**config.mk**
```make
export PLATFORM = sky130hd
export DESIGN_NAME = nt_node_signature_monitor
export DESIGN_NICKNAME = d
export VERILOG_FILES = /design/src/rtl/nt_mon_pkg.sv /design/src/rtl/nt_misr.sv /design/src/rtl/nt_node_signature_monitor.sv
export SDC_FILE = /design/constraint.sdc
export NUM_CORES = 1
export LEC_CHECK = 0
export ABC_AREA = 1
export BUFFER_PORTS_ARGS = -buffer_cell sky130_fd_sc_hd__buf_2
export CORE_ASPECT_RATIO = 0.5
export CORE_UTILIZATION = 30
export CTS_BUF_LIST = sky130_fd_sc_hd__clkbuf_2
export CTS_CLUSTER_DIAMETER = 80
export CTS_CLUSTER_SIZE = 30
export DETAILED_ROUTE_END_ITERATION = 7
export PLACE_DENSITY = 0.49
export SLEW_MARGIN = 10
export SYNTH_ARGS = -nofsm -noshare
export SYNTH_HDL_FRONTEND = slang
export SYNTH_SLANG_ARGS = --single-unit
export TNS_END_PERCENT = 1
```
**constraint.sdc**
```tcl
create_clock -name I1470_clk -period 4.9 [get_ports I1470_clk]
set_input_delay 1.225 -clock I1470_clk [delete_from_list [all_inputs] [get_ports I1470_clk]]
set_output_delay 1.225 -clock I1470_clk [all_outputs]
set_load 0.02 [all_outputs]
```
**src/rtl/nt_mon_pkg.sv**
```systemverilog
// nt_mon_pkg: shared states, default MISR constants and the MISR step function for nt-node monitors
package nt_mon_pkg;
  typedef enum logic [1:0] {IDLE, RUN, REPORT} state_e;
  localparam logic [15:0] DEF_POLY = 16'hB400;
  localparam logic [15:0] DEF_SEED = 16'h0001;
  function automatic logic [63:0] misr_step(input logic [63:0] sig, input logic b, input logic [63:0] poly, input int w);
    return (sig << 1) ^ (sig[w-1] ? poly : 64'd0) ^ {63'd0, b};
  endfunction
endpackage

```
**src/rtl/nt_misr.sv**
```systemverilog
// nt_misr: single-input MISR with seed load, shared by the nt-node monitors
module nt_misr
  import nt_mon_pkg::*;
#(
  parameter int SIG_W = 16,
  parameter logic [SIG_W-1:0] POLY = SIG_W'(DEF_POLY)
) (
  input  logic             clk,
  input  logic             rst,
  input  logic             load,
  input  logic             en,
  input  logic             din,
  input  logic [SIG_W-1:0] seed,
  output logic [SIG_W-1:0] sig
);
  logic [SIG_W-1:0] sig_q, sig_d;
  always_comb sig_d = (rst || load) ? seed : en ? SIG_W'(misr_step(64'(sig_q), din, 64'(POLY), SIG_W)) : sig_q;
  always_ff @(posedge clk) sig_q <= sig_d;
  assign sig = sig_q;
endmodule

```
**src/rtl/nt_node_signature_monitor.sv**
```systemverilog
// nt_node_signature_monitor: windowed MISR/ones/toggle compaction of I7652 with rare/stuck report handshake
module nt_node_signature_monitor
  import nt_mon_pkg::*;
#(
  parameter int SIG_W = 16,
  parameter int CNT_W = 16,
  parameter int WINDOW = 1024,
  parameter logic [SIG_W-1:0] POLY = SIG_W'(DEF_POLY),
  parameter logic [SIG_W-1:0] SEED = SIG_W'(DEF_SEED),
  parameter int RARE_THRESH = 4
) (
  input  logic             I1470_clk,
  input  logic             I1477_rst,
  input  logic             I7652,
  input  logic             start,
  input  logic             sample_en,
  input  logic             rpt_ready,
  output logic             rpt_valid,
  output logic [SIG_W-1:0] rpt_sig,
  output logic [CNT_W-1:0] rpt_ones,
  output logic [CNT_W-1:0] rpt_toggles,
  output logic             rpt_rare,
  output logic             rpt_stuck,
  output logic             busy
);
  if (WINDOW < 2 || longint'(WINDOW) > (longint'(1) << CNT_W) - 1 || 2 * RARE_THRESH >= WINDOW) begin : g_bad_params
    $error("nt_node_signature_monitor: illegal WINDOW/CNT_W/RARE_THRESH");
  end
  state_e state_q, state_d;
  logic [CNT_W-1:0] ones_q, ones_d, tog_q, tog_d, cnt_q, cnt_d;
  logic [SIG_W-1:0] sig, sig_d;
  logic prev_q, pv_q, take, last, hs, begin_w;
  logic rpt_valid_q, rpt_rare_q, rpt_stuck_q;
  logic [SIG_W-1:0] rpt_sig_q;
  logic [CNT_W-1:0] rpt_ones_q, rpt_tog_q;
  nt_misr #(.SIG_W(SIG_W), .POLY(POLY)) u_misr (
    .clk(I1470_clk), .rst(I1477_rst), .load(begin_w), .en(take), .din(I7652), .seed(SEED), .sig(sig)
  );
  always_comb begin
    take = state_q == RUN && sample_en;
    hs = state_q == REPORT && rpt_ready;
    begin_w = start && (state_q == IDLE || hs);
    ones_d = ones_q + CNT_W'(I7652);
    tog_d = tog_q + CNT_W'(pv_q && I7652 != prev_q);
    cnt_d = cnt_q + CNT_W'(1);
    sig_d = SIG_W'(misr_step(64'(sig), I7652, 64'(POLY), SIG_W));
    last = take && cnt_d == CNT_W'(WINDOW);
    state_d = begin_w ? RUN : last ? REPORT : hs ? IDLE : state_q;
  end
  always_ff @(posedge I1470_clk) begin
    if (I1477_rst) begin
      state_q <= IDLE;
      ones_q <= '0;
      tog_q <= '0;
      cnt_q <= '0;
      prev_q <= 1'b0;
      pv_q <= 1'b0;
      rpt_valid_q <= 1'b0;
      rpt_sig_q <= '0;
      rpt_ones_q <= '0;
      rpt_tog_q <= '0;
      rpt_rare_q <= 1'b0;
      rpt_stuck_q <= 1'b0;
    end else begin
      state_q <= state_d;
      if (begin_w) begin
        ones_q <= '0;
        tog_q <= '0;
        cnt_q <= '0;
        pv_q <= 1'b0;
      end else if (take) begin
        ones_q <= ones_d;
        tog_q <= tog_d;
        cnt_q <= cnt_d;
        prev_q <= I7652;
        pv_q <= 1'b1;
      end
      if (last) begin
        rpt_valid_q <= 1'b1;
        rpt_sig_q <= sig_d;
        rpt_ones_q <= ones_d;
        rpt_tog_q <= tog_d;
        rpt_rare_q <= ones_d <= CNT_W'(RARE_THRESH) || ones_d >= CNT_W'(WINDOW - RARE_THRESH);
        rpt_stuck_q <= tog_d == '0;
      end else if (hs) begin
        rpt_valid_q <= 1'b0;
      end
    end
  end
  assign rpt_valid = rpt_valid_q;
  assign rpt_sig = rpt_sig_q;
  assign rpt_ones = rpt_ones_q;
  assign rpt_toggles = rpt_tog_q;
  assign rpt_rare = rpt_rare_q;
  assign rpt_stuck = rpt_stuck_q;
  assign busy = state_q != IDLE;
endmodule

```
==> out/qor.yml <==
cells_and_area:
  final_common_cell: "nand2_1"
  area_delta_synth_final_pct: 12.4
  drive_above_1_share: 0.121
  post-route-util: 0.346
  final_cell_mix: "nand2_1 (189), nor2_1 (166), dfxtp_1 (119)"
  multi_input_comb_area_um2: 2750
  finalInstanceArea_um2: 6390
  fill_cells: 2052
  fin_cells: 1161
  nets: 900
  seqCellArea_um2: 2380
yosys:
  yosys.area_share.simple: 0.308
  synth.avg_cell_area_um2: 6.73
  synth-xor-area-share: 0.0247
  synth-warning-count: 0
  ys_top_cells_by_area: "dfxtp_1 (42%), nand2_1 (12%), nor2_1 (11%)"
  synth_top_family_by_area: "simple AND/OR/NAND/NOR gates"
  synth_nets: 856
  synthCells: 844
  synth-edff-count: 0
  yosysTopAreaCellShare: 0.419
  synth_area_leader_cell: "dfxtp_1"
  synth.area.mux_share: 0
  synth_seq_area_share: 0.419
  synthArstFlopShare: 0
  synth-seq-cells: 119
  synth_cell_type_count: 31
  synth_adder_area_share: 0.0132
  synth_compound_area_frac: 0.138
  synth.cell_area_um2: 5680
  synthFlopType: "dfxtp_1"
grt:
  grt_pass1_wl_um: 24500
  antenna_found_initial: 1
  gr-usage-all-layers: 0.156
  grt_max_degree: 83
  grt_pass1_vias: 5008
  grt_overflow_total: 0
timing:
  rsz0062_at_grt: "no"
  finalMaxSlewViolations: 0
  relSlewSlack: 0.447
  post-route-min-period_ns: 2.73
  skew_ns: 0.0505
  setup_viol: 0
  worst_slew_pin_slew_ns: 0.829
  setup_slack_ns: 2.17
  finalHoldViolCount: 0
  fmax_ghz: 0.366
  tns_ns: 0
  period_share: 0.558
clock_tree:
  clock-sinks: 119
  cts_setup_buffers: 0
  clk_pin_slew_ns: 0.19
  cts.repair.resized: 0
  cts_hold_buffers: 0
  numCtsBuffers: 17
  clk_latency_ns: 0.69
  cts_tree: "built"
  htree_levels: 4
  clockBufferDepth: 2
  root_buffer: "clkbuf_2"
routing:
  vias: 5283
  first_iter_violations: 320
  viasPerCell: 4.55
  final_antenna_net_count: 0
  met2_length_um: 6550
  drc: 0
  top_layer_used: "met4"
  dr.pass1.iters: 5
  post_drt_wl_per_cell_um: 12.5
  detail_route.wirelength_um: 14600
  wl_met1_um: 7430
  wl_met3_um: 366
critical_path:
  crit_path_max_incr_delay_ns: 0.47
  path_cells: "ha_1 -> nand2_1 -> nor2_2 -> nand2_2 -> o21ai_1 -> nand2_1 -> nor2_1 -> nand2_2 -> nor2_8 -> buf_4 -> nand2_1 -> nand2_1 -> nor2_1"
  crit_fanout: 34
  cpMostUsedCell: "nand2_1"
  critical_path_class: "reg -> reg"
  crit_path_top_delay_cell: "dfxtp_1"
  end_kind: "register"
  crit_required_ns: 5.47
  start_kind: "register"
  crit_arrival_ns: 3.30
power_and_ir_drop:
  p_per_area_nw_per_um2: 282
  ir_drop_v: 0.000117
  power.leakage_nw: 2.86
place:
  place_ws_ns: 1.66
  place_area_um2: 6130
  place.gp.congestion: 0.864
  placed_cells_incl_taps: 1128
  port-buffer-count: 57
  hpwlAfterDp_um: 9770
outcome:
  status: "completed"
die:
  num_io_pins: 58
  start_util: 0.308
  die_w_um: 197
  row_count: 35
  die_area_um2: 19500
  design.core.area_um2: 18500
  dieHeight_um: 99.3
worst_hold_path:
  hold_class: "reg -> reg"
job:
  maxCapViolations: 0
==> logic make-up (layout without fill, tap and decap cells) <==
group           count (synthesis)  after routing
xor+xnor                       16             16
flops                         119            119
buf+inv                       129            186
fa+ha+maj                       6              6
simple gates                  425            425
compound gates                149            149
other cells                     0              1
==> critical path, delay by kind of cell, from the launching register on <==
kind                     cells  cell delay [ns]
AND/OR/NAND/NOR             10             1.35
flip-flops                   1             0.47
buffers and inverters        1             0.42
adder cells (fa/ha/maj)      1             0.25
AO/OA/AOI/OAI                1             0.14
==> stage by stage <==
step / power [mW] / hold WS (ns)
5_1_grt: 1.89 / 0.508
4_1_cts: 1.83 / 0.478
3_3_place_gp: 1.14 / 0.452
2_1_floorplan: 1.10 / 0.445
3_5_place_dp: 1.14 / 0.459
6_report: 1.80 / 0.477
==> synthesized netlist by cell type (3+ instances only) <==
cell type and count:
buf_4 3, dfxtp_1 119, nand2_2 4, nor3_1 10, xnor2_1 3, clkbuf_1 23
o211ai_1 6, a21oi_1 56, buf_6 7, o21ai_1 14, xor2_1 13, a211oi_1 5
nand3_1 29, nand2_1 189, o21ai_0 64, ha_1 6, buf_1 4, nor2_1 166
inv_1 89, nand4_1 19, o21bai_1 3
==> registers in the layout (all words and copies together) (netlist names) <==
signal / cells
rpt_stuck: 1
rpt_toggles: 16
prev_q: 1
rpt_valid: 1
ones_q: 16
rpt_sig: 16
tog_q: 16
pv_q: 1
u_misr.sig: 16
rpt_rare: 1
cnt_q: 16
rpt_ones: 16
state_q: 2
==> metal layers <==
metal | track usage | vias up
li1 | - | 2784
met5 | 0 | -
met1 | 0.204 | 2410
met4 | 0.0513 | 0
met2 | 0.263 | 69
met3 | 0.0268 | 20
==> final timing paths <==
path	start	to	slack (ns)	cells past startpoint
worst max-delay path	cnt_q[0]	rpt_toggles[5]	2.17	13
worst min-delay path	rpt_valid	rpt_valid	0.48	2
worst max register to register	cnt_q[0]	rpt_toggles[5]	2.17	13
worst min register to register	rpt_valid	rpt_valid	0.48	2
==> cell type report <==
type                            count  area share
Multi-Input combinational cell    596       0.431
Sequential cell                   119       0.373
Inverter                           91      0.0539
Timing Repair Buffer               63      0.0517
Tap cell                          259      0.0507
Clock inverter                     15      0.0260
Clock buffer                       17      0.0133
Antenna cell                        1    0.000392
==> power by group <==
group / leakage [nW] / total [mW] / internal, mW / switching (mW)
combinational: 1.75 / 0.118 / 0.0329 / 0.0851
clock: 0.148 / 0.684 / 0.246 / 0.437
sequential: 0.962 / 1.00 / 0.985 / 0.0160
total: 2.86 / 1.80 / 1.26 / 0.539
Power figures use the tool's default switching activity.
